**config.mk**
```make
export PLATFORM = sky130hd
export DESIGN_NAME = nap_eth_tx_pkt_gen
export DESIGN_NICKNAME = d
export VERILOG_FILES = /design/src/rtl/nap_eth_tx_pkt_gen.sv
export SDC_FILE = /design/constraint.sdc
export NUM_CORES = 1
export LEC_CHECK = 0
export CORE_MARGIN = 2
export CORE_UTILIZATION = 50
export CTS_BUF_LIST = sky130_fd_sc_hd__clkbuf_2 sky130_fd_sc_hd__clkbuf_4 sky130_fd_sc_hd__clkbuf_8
export CTS_CLUSTER_DIAMETER = 150
export DETAILED_ROUTE_END_ITERATION = 10
export PLACE_DENSITY = 0.79
export SLEW_MARGIN = 30
export SYNTH_ARGS = -nofsm -noshare
export SYNTH_HDL_FRONTEND = slang
export SYNTH_SLANG_ARGS = --single-unit
```
**constraint.sdc**
```tcl
create_clock -name i_clk -period 14.1 [get_ports i_clk]
set_input_delay 2.115 -clock i_clk [delete_from_list [all_inputs] [get_ports i_clk]]
set_output_delay 2.115 -clock i_clk [all_outputs]
set_load 0.005 [all_outputs]
```
**src/rtl/nap_eth_tx_pkt_gen.sv**
```systemverilog
// Ethernet NAP transmit-stream packet generator: emits a programmed run of
// back-to-back packets with a deterministic byte pattern under ready backpressure.
module nap_eth_tx_pkt_gen #(
    parameter int                    DATA_WIDTH = 256,
    parameter int                    MOD_WIDTH  = 5,
    parameter int                    ADDR_WIDTH = 4,
    parameter logic [ADDR_WIDTH-1:0] DEST_ADDR  = 4'hf,
    parameter int                    LEN_WIDTH  = 14
) (
    input  logic                  i_clk,
    input  logic                  i_reset,
    input  logic                  i_start,
    input  logic [15:0]           i_num_pkts,
    input  logic [LEN_WIDTH-1:0]  i_pkt_len,
    output logic [ADDR_WIDTH-1:0] o_addr,
    output logic                  o_valid,
    input  logic                  i_ready,
    output logic [DATA_WIDTH-1:0] o_data,
    output logic                  o_sop,
    output logic                  o_eop,
    output logic [MOD_WIDTH-1:0]  o_mod,
    output logic [29:0]           o_timestamp,
    output logic [29:0]           o_flags,
    output logic                  o_busy,
    output logic                  o_done,
    output logic [15:0]           o_pkt_count
);

    localparam int LANES  = DATA_WIDTH / 8;
    localparam int LANE_W = $clog2(LANES);
    localparam int BEAT_W = LEN_WIDTH - LANE_W;

    typedef enum logic {IDLE, SEND} state_t;

    state_t               state;
    logic [15:0]          num_pkts_q;
    logic [15:0]          seq;
    logic [LEN_WIDTH-1:0] len_q;
    logic [BEAT_W-1:0]    beat;
    logic [BEAT_W-1:0]    last_beat;
    logic [29:0]          ts_cnt;

    logic                 start_ok;
    logic                 accept;
    logic                 run_end;
    logic                 load;
    logic [15:0]          nxt_seq;
    logic [BEAT_W-1:0]    nxt_beat;
    logic [BEAT_W-1:0]    nxt_last;
    logic [LEN_WIDTH-1:0] nxt_len;
    logic                 nxt_eop;
    logic [29:0]          nxt_flags;

    function automatic logic [BEAT_W-1:0] last_beat_of(input logic [LEN_WIDTH-1:0] len);
        logic [LEN_WIDTH-1:0] len_m1;
        len_m1 = len - LEN_WIDTH'(1);
        return BEAT_W'(len_m1 >> LANE_W);
    endfunction

    // Byte k of a packet is seq+k; lanes past the packet length are zero.
    function automatic logic [DATA_WIDTH-1:0] beat_data(input logic [7:0]           seq8,
                                                        input logic [BEAT_W-1:0]    b,
                                                        input logic [LEN_WIDTH-1:0] len);
        logic [LEN_WIDTH-1:0] k;
        beat_data = '0;
        for (int j = 0; j < LANES; j++) begin
            k = {b, j[LANE_W-1:0]};
            if (k < len)
                beat_data[j*8 +: 8] = seq8 + k[7:0];
        end
    endfunction

    assign o_addr = DEST_ADDR;

    // NOTE: every always_comb output gets a default first so no path leaves it unassigned (no latch).
    always_comb begin
        start_ok = (state == IDLE) && i_start && (i_num_pkts != '0) && (i_pkt_len != '0);
        accept   = (state == SEND) && i_ready;
        run_end  = accept && o_eop && ((o_pkt_count + 16'd1) == num_pkts_q);
        load     = start_ok || (accept && !run_end);

        nxt_seq  = seq;
        nxt_beat = beat + BEAT_W'(1);
        nxt_len  = len_q;
        nxt_last = last_beat;
        if (state == IDLE) begin
            nxt_seq  = '0;
            nxt_beat = '0;
            nxt_len  = i_pkt_len;
            nxt_last = last_beat_of(i_pkt_len);
        end else if (o_eop) begin
            nxt_seq  = seq + 16'd1;
            nxt_beat = '0;
        end
        nxt_eop   = (nxt_beat == nxt_last);
        nxt_flags = {14'd0, nxt_seq};
    end

    // NOTE: sequential state uses non-blocking assignments only, so every register samples pre-edge values.
    always_ff @(posedge i_clk or posedge i_reset) begin
        if (i_reset) begin
            state       <= IDLE;
            num_pkts_q  <= '0;
            len_q       <= '0;
            seq         <= '0;
            beat        <= '0;
            last_beat   <= '0;
            ts_cnt      <= '0;
            o_valid     <= 1'b0;
            o_sop       <= 1'b0;
            o_eop       <= 1'b0;
            o_mod       <= '0;
            o_data      <= '0;
            o_timestamp <= '0;
            o_flags     <= '0;
            o_busy      <= 1'b0;
            o_done      <= 1'b0;
            o_pkt_count <= '0;
        end else begin
            ts_cnt <= ts_cnt + 30'd1;
            o_done <= 1'b0;

            if (state == IDLE && i_start) begin
                num_pkts_q  <= i_num_pkts;
                len_q       <= i_pkt_len;
                seq         <= '0;
                o_pkt_count <= '0;
                o_done      <= !start_ok;
            end

            if (accept && o_eop)
                o_pkt_count <= o_pkt_count + 16'd1;

            if (load) begin
                state       <= SEND;
                o_valid     <= 1'b1;
                o_busy      <= 1'b1;
                seq         <= nxt_seq;
                beat        <= nxt_beat;
                last_beat   <= nxt_last;
                o_sop       <= (nxt_beat == '0);
                o_eop       <= nxt_eop;
                o_mod       <= nxt_eop ? MOD_WIDTH'(nxt_len[LANE_W-1:0]) : '0;
                o_data      <= beat_data(nxt_seq[7:0], nxt_beat, nxt_len);
                o_flags     <= nxt_flags;
                // ts_cnt+1 is the counter value during the cycle this sop is shown.
                o_timestamp <= (nxt_beat == '0) ? ts_cnt + 30'd1 : nxt_flags;
            end else if (run_end) begin
                state       <= IDLE;
                o_valid     <= 1'b0;
                o_busy      <= 1'b0;
                o_done      <= 1'b1;
                o_sop       <= 1'b0;
                o_eop       <= 1'b0;
                o_mod       <= '0;
                o_data      <= '0;
                o_timestamp <= '0;
                o_flags     <= '0;
            end
        end
    end

endmodule

```
==> impl_metrics.py <==
metrics = {
    "yosys": {
        "synth_cells": 2271,
        "async_reset_ff_share_pct": 100,
        "yosysSeqAreaShare_pct": 46.8,
        "synth-edff-count": 0,
        "ys_warn_count": 0,
        "synth_area_um2": 22500,
        "synth.distinct_cells": 80,
        "yosys_register_bits": 421,
        "ys.flop_type": "dfrtp_1",
        "syn_avg_cell_area_um2": 9.91,
    },
    "clock_network": {
        "cts-hold-fix-buffers": 0,
        "path_clk_slew_ns": 0.05,
        "post_cts.resized_instances": 0,
        "clock_sinks": 421,
        "clock-root-buffer": "clkbuf_8",
        "cts_buffers": 75,
        "cts.path.max_buffers": 3,
        "htreeDepth": 3,
        "cts_setup_buffers": 0,
        "clkLatencyLatePin_ns": 0.65,
        "tritoncts": "built",
    },
    "placed_design": {
        "place_hpwl_um": 55800,
        "place.gp.congestion": 0.931,
        "place_inst": 3037,
        "port_buffers": 361,
        "pre_cts_ws_ns": 7.72,
        "placed_area_um2": 26200,
    },
    "cells_and_area": {
        "diodes": 0,
        "final_cell_area_um2": 28000,
        "area_growth_pct": 24.3,
        "fin_util_pct": 63.1,
        "mostFrequentLayoutCell": "dfrtp_1",
        "final_net_count": 2592,
        "layout-drive-gt1-share_pct": 8.79,
        "instances_no_fill": 3174,
        "final_cell_mix": "dfrtp_1, clkdlybuf4s50_1, nand2_1, a32o_1, nor4_1",
    },
    "global_routing": {
        "grtUsageMet3_pct": 9.57,
        "grt_use_met1_pct": 48.3,
        "grt_max_degree": 197,
        "met2_usage_pct": 49.7,
        "antenna_found_initial": 0,
        "grt_busiest_layer": "met2",
        "grt_pass1_wl_um": 125000,
        "grt_use_total_pct": 34.6,
        "grt_pass1_vias": 20200,
        "gr-total-overflow": 0,
    },
    "sta": {
        "finalSetupViolCount": 0,
        "slew_headroom_pct": 30.2,
        "slew_viol_final": 0,
        "fmax_mhz": 169,
        "finalHoldViolations": 0,
        "post-route-period-util_pct": 41.9,
        "max_slew.worst_pin.slew_ns": 1.04,
        "holdWs_ns": 0.479,
        "fin_skew_ns": 0.0442,
        "rsz0062_at_grt": "no",
        "worst_slack_ns": 8.19,
        "period_needed_ns": 5.91,
        "fin_setup_tns_ns": 0,
    },
    "die": {
        "dieWidth_um": 216,
        "die_h_um": 216,
        "start_util_pct": 50.8,
        "io_pins": 380,
        "num_rows": 77,
        "die_area_um2": 46700,
        "core_um2": 44300,
    },
    "routing": {
        "wl_um": 82100,
        "routed_via_density": 6.53,
        "wl_per_cell_um": 25.9,
        "drt-initial-drc-count": 2602,
        "first_pass_iters": 6,
        "vias": 20700,
        "ant_nets": 0,
        "drc": 0,
    },
    "power_and_ir_drop": {
        "finalPower_mw": 5.80,
        "vdd_ir_drop_max_mv": 0.118,
        "leakage_nw": 11.7,
        "power_per_cell_area_nw_per_um2": 207,
    },
    "critical_path": {
        "crit_type": "in2reg",
        "path_max_fanout": 196,
        "cp_slowest_cell": "a21oi_4",
        "worstPathCellList": "clkdlybuf4s50_1 -> nor4_4 -> nand3_1 -> o41a_1 -> a21oi_4 -> buf_4 -> buf_12 -> nor4_1 -> a32o_1",
        "start_kind": "input port",
        "critPathArrivalTime_ns": 6.40,
        "worstPathRequired_ns": 14.59,
        "critPathMaxStageDelay_ns": 0.66,
        "worst_setup_path_end_kind": "flip-flop",
        "critical_path.top_delay_family": "buffers and inverters",
        "worst-path-buf-inv": 3,
    },
    "worst_hold_path": {
        "hold_path.class": "reg2reg",
    },
    "run_status": {
        "outcome": "completed",
    },
    "flow_run": {
        "maxCapViolations": 0,
    },
}
registers in the layout, indices dropped and copies added, names as in the netlist:
signal,flops
o_done,1
last_beat,9
o_pkt_count,16
o_data,256
len_q,14
state,1
num_pkts_q,16
beat,9
seq,16
o_timestamp,30
o_flags,16
o_sop,1
ts_cnt,30
o_mod,5
o_eop,1
worst paths after layout:
kind,to,startpoint,slack [ns],cells after the start
setup / recovery,o_data[51],i_pkt_len[4],8.19,9
hold / removal,o_data[217],o_data[217],0.48,2
setup reg to reg,o_data[111],o_eop,9.04,14
hold reg to reg,o_data[217],o_data[217],0.48,2
max in group asynchronous,o_flags[12],i_reset,10.63,4
min in group asynchronous,o_data[29],i_reset,2.00,2
cell usage after synthesis, types with 13 or more instances:
| cell type | number | area [um^2] |
|---|---|---|
| dfrtp_1 | 421 | 10500 |
| nand2_1 | 326 | 1220 |
| a32o_1 | 166 | 1660 |
| nor4_1 | 144 | 901 |
| clkbuf_1 | 128 | 480 |
| xnor2_1 | 107 | 937 |
| o41ai_1 | 94 | 823 |
| nor2_1 | 92 | 345 |
| xor2_1 | 83 | 727 |
| o21ai_0 | 74 | 370 |
| a21oi_1 | 67 | 335 |
| buf_2 | 60 | 300 |
| nand3_1 | 54 | 270 |
| mux2i_1 | 41 | 410 |
| ha_1 | 32 | 400 |
| a31oi_1 | 29 | 181 |
| o31ai_1 | 29 | 218 |
| and3_1 | 27 | 169 |
| inv_1 | 27 | 101 |
| buf_4 | 23 | 173 |
| nor3_1 | 19 | 95.1 |
| nor2b_1 | 14 | 87.6 |
| o211ai_1 | 14 | 105 |
| and2_1 | 13 | 81.3 |
| mux2_2 | 13 | 146 |
final cells by class:
type	instances	area, um^2
inverter	30	120
sequential	421	10500
fill	3545	16300
multi-input combinational	1603	10900
clock inverter	18	224
tap	592	741
timing repair buffer	393	3970
clock buffer	117	1450
worst register-to-register path, delay by kind of cell, from the launching register on:
family / cells / cell delay [ns]
compound gates: 2 / 0.44
xor+xnor: 2 / 0.35
fa+ha+maj: 1 / 0.35
buf+inv: 2 / 0.72
flops: 1 / 0.86
simple gates: 7 / 2.21
where the power goes:
group / internal, mW / total, mW / switching, mW
sequential: 1.58 / 1.90 / 0.319
combinational: 1.26 / 2.64 / 1.38
clock: 0.717 / 1.26 / 0.542
total: 3.56 / 5.80 / 2.25
layer usage:
| metal | up-vias | part of all wire, % | wire length [um] |
|---|---|---|---|
| met5 | - | 0 | 0 |
| met4 | 0 | 4.5 | 3730 |
| met3 | 223 | 11 | 9080 |
| met2 | 1257 | 43 | 35500 |
| met1 | 10300 | 41 | 33800 |
| li1 | 8978 | - | - |
cell families after synthesis:
group                    after synthesis  share of synthesized area [%]
AO/OA/AOI/OAI                        549                           19.4
XOR/XNOR                             190                           7.40
adder cells (fa/ha/maj)               34                           1.96
buffers and inverters                263                           5.41
flip-flops                           421                           46.8
multiplexers                          56                           2.57
other                                  2                         0.0334
AND/OR/NAND/NOR                      756                           16.4
No activity file was read; power rests on OpenSTA's default activity.
